$ cat src/rtl/router_dst_port.sv
// rtl/router_dst_port.sv - destination-side output FIFO with lfd tagging and optional stall flush
// Optional feature macro: ROUTER_DST_TIMEOUT_EN (stall-timeout soft reset).
module router_dst_port #(
    parameter int DATA_W  = 8,
    parameter int DEPTH   = 16,
    parameter int TIMEOUT = 30
) (
    input  logic              clk,
    input  logic              rst,
    input  logic              wr_en,
    input  logic [DATA_W-1:0] din,
    input  logic              lfd,
    output logic              full,
    input  logic              rd_en,
    output logic [DATA_W-1:0] dout,
    output logic              sop_out,
    output logic              vld_out,
    output logic              ovf,
    output logic              soft_rst
);

    localparam int AW = $clog2(DEPTH);

    logic [DATA_W:0]   mem_q [DEPTH];
    logic [AW-1:0]     wptr_q, wptr_d;
    logic [AW-1:0]     rptr_q, rptr_d;
    logic [AW:0]       count_q, count_d;
    logic [DATA_W-1:0] dout_q, dout_d;
    logic              sop_q, sop_d;
    logic              ovf_q, ovf_d;
    logic              soft_rst_q, soft_rst_d;
    logic              wr_acc, rd_acc, flush;

    assign full     = (count_q == (AW+1)'(DEPTH));
    assign vld_out  = (count_q != '0);
    assign dout     = dout_q;
    assign sop_out  = sop_q;
    assign ovf      = ovf_q;
    assign soft_rst = soft_rst_q;

`ifdef ROUTER_DST_TIMEOUT_EN
    localparam int SW = $clog2(TIMEOUT);
    localparam logic [SW-1:0] STALL_LAST = SW'(TIMEOUT - 1);

    logic [SW-1:0] stall_cnt_q, stall_cnt_d;
    logic          stalled;

    always_comb begin
        stalled     = vld_out && !rd_en;
        flush       = stalled && (stall_cnt_q == STALL_LAST);
        stall_cnt_d = '0;
        if (stalled && !flush) begin
            stall_cnt_d = stall_cnt_q + SW'(1);
        end
    end

    always_ff @(posedge clk or posedge rst) begin
        if (rst) begin
            stall_cnt_q <= '0;
        end else begin
            stall_cnt_q <= stall_cnt_d;
        end
    end
`else
    logic unused_timeout;
    assign unused_timeout = (TIMEOUT > 1);
    assign flush          = 1'b0;
`endif

    // A flush edge never has rd_en set, so only the write side needs masking.
    assign wr_acc = wr_en && !full && !flush;
    assign rd_acc = rd_en && vld_out;

    always_comb begin
        wptr_d     = wptr_q;
        rptr_d     = rptr_q;
        count_d    = count_q;
        dout_d     = dout_q;
        sop_d      = sop_q;
        ovf_d      = ovf_q;
        soft_rst_d = flush;
        if (flush) begin
            wptr_d  = '0;
            rptr_d  = '0;
            count_d = '0;
            dout_d  = '0;
            sop_d   = 1'b0;
        end else begin
            if (wr_en && full) begin
                ovf_d = 1'b1;
            end
            if (wr_acc) begin
                wptr_d = wptr_q + AW'(1);
            end
            if (rd_acc) begin
                rptr_d          = rptr_q + AW'(1);
                {sop_d, dout_d} = mem_q[rptr_q];
            end
            count_d = count_q + (AW+1)'(wr_acc) - (AW+1)'(rd_acc);
        end
    end

    always_ff @(posedge clk) begin
        if (wr_acc) begin
            mem_q[wptr_q] <= {lfd, din};
        end
    end

    always_ff @(posedge clk or posedge rst) begin
        if (rst) begin
            wptr_q     <= '0;
            rptr_q     <= '0;
            count_q    <= '0;
            dout_q     <= '0;
            sop_q      <= 1'b0;
            ovf_q      <= 1'b0;
            soft_rst_q <= 1'b0;
        end else begin
            wptr_q     <= wptr_d;
            rptr_q     <= rptr_d;
            count_q    <= count_d;
            dout_q     <= dout_d;
            sop_q      <= sop_d;
            ovf_q      <= ovf_d;
            soft_rst_q <= soft_rst_d;
        end
    end

endmodule

$ cat config.mk
export PLATFORM = sky130hd
export DESIGN_NAME = router_dst_port
export DESIGN_NICKNAME = d
export VERILOG_FILES = /design/src/rtl/router_dst_port.sv
export SDC_FILE = /design/constraint.sdc
export NUM_CORES = 1
export LEC_CHECK = 0
export CAP_MARGIN = 0
export CELL_PAD_IN_SITES_DETAIL_PLACEMENT = 0
export CELL_PAD_IN_SITES_GLOBAL_PLACEMENT = 1
export CORE_ASPECT_RATIO = 1.4
export CORE_UTILIZATION = 50
export CTS_CLUSTER_SIZE = 12
export DETAILED_ROUTE_END_ITERATION = 7
export PLACE_DENSITY = 0.73
export SETUP_SLACK_MARGIN = 0.5
export SYNTH_ARGS = -nofsm -noshare
export SYNTH_HDL_FRONTEND = slang
export SYNTH_SLANG_ARGS = --single-unit
$ cat constraint.sdc
create_clock -name clk -period 2.9 [get_ports clk]
set_input_delay 0.435 -clock clk [delete_from_list [all_inputs] [get_ports clk]]
set_output_delay 0.435 -clock clk [all_outputs]
set_load 0.01 [all_outputs]
# After elaboration in Yosys (flattened, before gate mapping)
# Memories as Yosys holds them, arrays and structs flattened. A register that Yosys moved wholly into a read port is not among the register bits.
# Index checks and enable logic that the tools add are counted.
[totals]
reg_bits = 14
ram_bits = 144
inputBits = 13
output_inout_bits = 13
wordCells = 17
mem_count = 1
[memory_table]
columns = ["name", "words", "word_bits", "rd", "rd_clocked_by_memory_dff", "wr", "line_no", "source"]
rows = [
  ["mem_q", 16, 9, 1, 1, 1, "24", "logic [DATA_W:0] mem_q [DEPTH];"],
]
[classes]
add_sub_neg = 4
n_eq_ne = 1
n_mux = 2
reduce_logical = 5
[ops]
columns = ["operator", "n"]
rows = [
  ["adder 4 x 1 -> 4 bit, second input constant", 2],
  ["adder 5 x 1 -> 5 bit", 1],
  ["equality test 5 bit, second input constant", 1],
  ["nonzero test 5 bit", 1],
  ["subtractor 5 x 1 -> 5 bit", 1],
  ["logical AND 1 bit", 3],
  ["two-way mux 1 bit", 2],
  ["zero test 1 bit", 1],
]

# Longest topological paths before layout
[depth]
word_depth = 5
mapped_depth = 15
depth_no_buf = 14

# Worst setup path after synthesis
# No wires, ideal clock.
[synth_timing]
kind = "register to register"
from = "register count_q[3]"
to = "register count_q[4]"
setup_time_ps = 80
arrival_ps = 2477
required_time_ps = 2820
slack_ps = 343
stages_incl_launch_ff = 15
path_buffers = 0
period_less_slack_ps = 2557
cell_sequence = "dfrtp_1 > inv_1 > ha_1 > or4b_4 > nand2_4 > inv_4 > ha_1 > inv_1 > ha_1 > inv_1 > fa_1 > inv_1 > a21oi_1 > o21bai_1 > xnor2_1"
[synth_between]
elab_cells_between_ends = 7
cone_classes = "add/sub: 2; eq/ne: 1; reduce/logical: 4"
[synth_rtl]
columns = ["item", "line_no", "source"]
rows = [
  ["from (decl)", "27", "logic [AW:0] count_q, count_d;"],
  ["from (signal assigned)", "121", "count_q <= count_d;"],
  ["nonzero test 5 bit", "35", "assign vld_out = (count_q != '0);"],
  ["net vld_out", "17", "output logic vld_out,"],
  ["logical AND 1 bit", "72", "assign rd_acc = rd_en && vld_out;"],
  ["net rd_acc", "32", "logic wr_acc, rd_acc, flush;"],
  ["subtractor 5 x 1 -> 5 bit", "99", "count_d = count_q + (AW+1)'(wr_acc) - (AW+1)'(rd_acc);"],
  ["net count_d[4]", "27", ""],
]
# The timed path passes the listed nets, and every way through them passes these cells.
# A chain may end at the register's enable or synchronous reset.

# Final worst setup path
[layout_timing]
from = "register count_q[2]"
to = "register count_q[2]"
[layout_between]
elab_cells_between_ends = 7
cone_classes = "add/sub: 2; eq/ne: 1; reduce/logical: 4"
[layout_rtl]
columns = ["item", "line_no"]
rows = [
  ["nonzero test 5 bit", "35"],
  ["logical AND 1 bit", "72"],
  ["net rd_acc", "32"],
  ["subtractor 5 x 1 -> 5 bit", "99"],
  ["net count_d[2]", "27"],
]
# The timed path passes the listed nets, and every way through them passes these cells.

==> implementation parameters <==
Parameter                              Value

Yosys
  Number of enable-type register cells in the synthesized netlist ... 144
  Leading area contributor after synthesis ... sky130_fd_sc_hd__edfxtp_1
  Portion of the post-synthesis area used by sequential elements ... 73.6%
  Asr flop ratio synth ... 13.8%
  Synthesized area per cell ... 19.9 µm²
  Seq cells post-synth ... 167
  Number of warnings reported in the yosys synthesis log ... 0
  Area of the mapped netlist ... 6650 µm²
  Synth unique cells ... 35
  Main flop type after synthesis ... sky130_fd_sc_hd__edfxtp_1
  Area fraction of the dominant cell type after synthesis ... 65.0%
  Number of nets in the synthesized netlist ... 359
  Dominant cells by area after synthesis ... sky130_fd_sc_hd__edfxtp_1, sky130_fd_sc_hd__mux4_2, sky130_fd_sc_hd__dfrtp_1
  Number of cells produced by synthesis ... 334

STA
  Setup Skew ... 0.00652 ns
  Final number of hold-violating endpoints ... 0
  Post-route clock period utilization ... 86.1%
  Highest achievable clock rate ... 400 MHz
  Number of endpoints failing setup at the final stage ... 0
  Setup repair after global routing missed its margin ... yes
  Slew at the pin closest to its max-slew limit ... 0.787 ns
  Pins Over Slew Limit ... 0
  Headroom to the max-slew limit ... 47.5%
  Min Clock Period, post-route ... 2.50 ns
  Final total negative setup slack ... 0 ns

Hold path
  HP Class ... flip-flop to flip-flop
  Worst Hold End ... ovf$_DFFE_PP0P_
  Worst hold start ... ovf$_DFFE_PP0P_
  Hold Crit Depth ... 1

Die
  Vertical die dimension ... 138 µm
  Core Rows ... 49
  Ports placed on the boundary ... 26
  Placeable core region ... 12900 µm²
  Initial cell density of the core ... 51.4%
  Die Width ... 99.5 µm
  Area of the die ... 13800 µm²

Clock network
  Longest Clk Path Bufs ... 2
  Hold-fix buffers, CTS ... 0
  TritonCTS clock tree ... yes
  Source-to-sink clock delay at the later pin of the worst-skew pair ... 0.41 ns
  H-Tree Level Count ... 4
  Clock transition at the registers of the reported paths ... 0.06 ns
  CTS root buffer ... sky130_fd_sc_hd__clkbuf_16
  Clock buffer count from CTS ... 17
  Clk sinks ... 167

Layout
  Most frequent cells in the layout ... sky130_fd_sc_hd__edfxtp_1, sky130_fd_sc_hd__mux4_2, sky130_fd_sc_hd__buf_4, sky130_fd_sc_hd__clkdlybuf4s50_1, sky130_fd_sc_hd__dfrtp_1
  Share of post-route cells with drive strength above 1 ... 29.8%
  Total Nets Final ... 411
  Most common cell after layout, fill and taps aside ... sky130_fd_sc_hd__edfxtp_1
  Final core utilization ... 61.0%
  Synthesis-to-finish area growth ... 18.5%
  Diode insertion count for antenna repair ... 0

Critical path
  Depth of the worst register-to-register path ... 13
  Reg2reg setup slack ... 0.40 ns
  Category of the critical setup timing path ... flip-flop to flip-flop
  Critical path required time ... 3.20 ns
  Origin of the critical flop-to-flop path ... count_q[2]$_DFF_PP0_
  CP max FO ... 2
  R2r endpoint ... count_q[2]$_DFF_PP0_
  Type of element launching the critical path ... flip-flop
  Data arrival time of the worst path ... 2.79 ns
  Critical Path Sink Type ... flip-flop

Pwr
  Pwr per Cell Area ... 974 nW/µm²
  Leak Pwr ... 2.73 nW
  Maximum vdd ir drop ... 0.000468 V

Detailed routing
  Overall via count from detail_route ... 3190
  DRC viols ... 0
  Total wire length ... 12.3 mm
  Starting DRT DRC Count ... 284
  Post-DR vias/cell ... 5.53
  Wire length per cell after detailed routing ... 21.3 µm
  Post-route antenna net violation count ... 0
  Number of iterations in the first detailed-routing pass ... 5

Global routing
  Final global-route overflow total ... 0
  Via count of the first global-routing pass ... 3367
  Total GRT Usage ... 19.7%
  Global-route wire length before repair ... 19.2 mm
  Largest net degree at the start of global routing ... 39
  Antenna violations before repair ... 0

Placed design
  Estimated wirelength of the detail-placed design ... 7.91 mm
  IO Port Bufs ... 24
  Routability Congestion ... 0.719

Flow run
  Max capacitance violation total ... 0

Run status
  Outcome ... finished clean
## cell usage after synthesis (all sizes together), types with 2 or more instances
cell type and n:
ha 11, nor4 4, a21oi 2, buf 13, dfrtp 23, and2 4
inv 17, a21o 2, clkbuf 3, mux2i 18, xnor2 8, o221ai 9
mux4 36, nand4 2, nor3 4, nor2 4, xor2 2, nand2 18
edfxtp 144
## worst max path at each step
stage          cells past startpoint  slack (ns)                  from               endpoint
2_1_floorplan                      7        0.43  count_q[3]$_DFF_PP0_  mem_q[0][0]$_DFFE_PP_
3_3_place_gp                      14        0.29  count_q[3]$_DFF_PP0_   count_q[4]$_DFF_PP0_
3_5_place_dp                      14        0.25  count_q[3]$_DFF_PP0_   count_q[4]$_DFF_PP0_
4_1_cts                           14        0.43  count_q[2]$_DFF_PP0_   count_q[4]$_DFF_PP0_
5_1_grt                           14        0.31  count_q[2]$_DFF_PP0_   count_q[4]$_DFF_PP0_
6_report                          13        0.40  count_q[2]$_DFF_PP0_   count_q[2]$_DFF_PP0_
## worst max-delay path: stages (launching register included)
cell	delay (ns)
sky130_fd_sc_hd__dfrtp_1	0.40
sky130_fd_sc_hd__inv_2	0.08
sky130_fd_sc_hd__ha_4	0.13
sky130_fd_sc_hd__or4b_4	0.50
sky130_fd_sc_hd__nand2_8	0.11
sky130_fd_sc_hd__inv_8	0.03
sky130_fd_sc_hd__ha_4	0.21
sky130_fd_sc_hd__inv_4	0.05
sky130_fd_sc_hd__ha_4	0.12
sky130_fd_sc_hd__inv_2	0.03
sky130_fd_sc_hd__fa_2	0.34
sky130_fd_sc_hd__buf_4	0.14
sky130_fd_sc_hd__buf_6	0.11
sky130_fd_sc_hd__xnor2_2	0.12
## through the flow
stage                     total power [mW]  instance area (µm²)  hold WS, ns  setup WS [ns]  instances
final                                 7.68                 7890        0.462          0.403        577
after global routing                  8.05                 7890        0.489          0.310        577
after CTS                             7.72                 7860        0.466          0.426        576
after detailed placement              5.52                 7230        0.452          0.246        540
after global placement                5.45                 7230        0.445          0.292        540
after floorplan                       4.77                 6690        0.437          0.427        334
## layer usage
layer  vias to the layer above  routed length, µm  share of wire, %  global-route usage (%)
met4                         0                 91              0.74                    5.80
met1                      1678               5010                41                    25.7
li1                       1425                  -                 -                       -
met2                        78               6660                54                    33.2
met5                         -                  0                 0                       0
met3                         9                539               4.4                    4.65
## final cells by class
type / instances / area (µm²)
Clock buffer: 20 / 457
Clock inverter: 12 / 115
Fill cell: 930 / 5050
Inverter: 17 / 73.8
Multi-Input combinational cell: 134 / 1680
Sequential cell: 167 / 4900
Tap cell: 178 / 223
Timing Repair Buffer: 49 / 430
## registers in the layout, summed over array words and instances, names as in the netlist
| register | flops |
|---|---|
| rptr_q | 4 |
| wptr_q | 4 |
| ovf | 1 |
| dout | 8 |
| mem_q | 144 |
| count_q | 5 |
| sop_out | 1 |
## kinds of logic (layout without fill, tap and decap cells)
| kind of cell | Yosys count | in the layout | share of synthesized area (%) |
|---|---|---|---|
| DFF | 167 | 167 | 73.6 |
| muxes | 54 | 54 | 14.9 |
| and+or+nand+nor | 42 | 42 | 3.59 |
| buffers and inverters | 33 | 98 | 2.39 |
| AOI/OAI and AO/OA | 15 | 15 | 1.75 |
| adders and majority gates | 12 | 12 | 2.37 |
| xor gates and xnor gates | 10 | 10 | 1.32 |
| other | 1 | 1 | 0.0564 |
## where the power goes
part	switching, mW	internal, mW
combinational	1.07	1.16
sequential	0.315	2.99
clock	0.905	1.24
## what timing repair did
action | in CTS | in global routing
setup buffers | 4 | 1
endpoints found under the setup margin | 5 | 21
pin swaps | 5 | 0
gates resized for setup | 8 | 5
No activity file was read; power rests on OpenSTA's default activity.
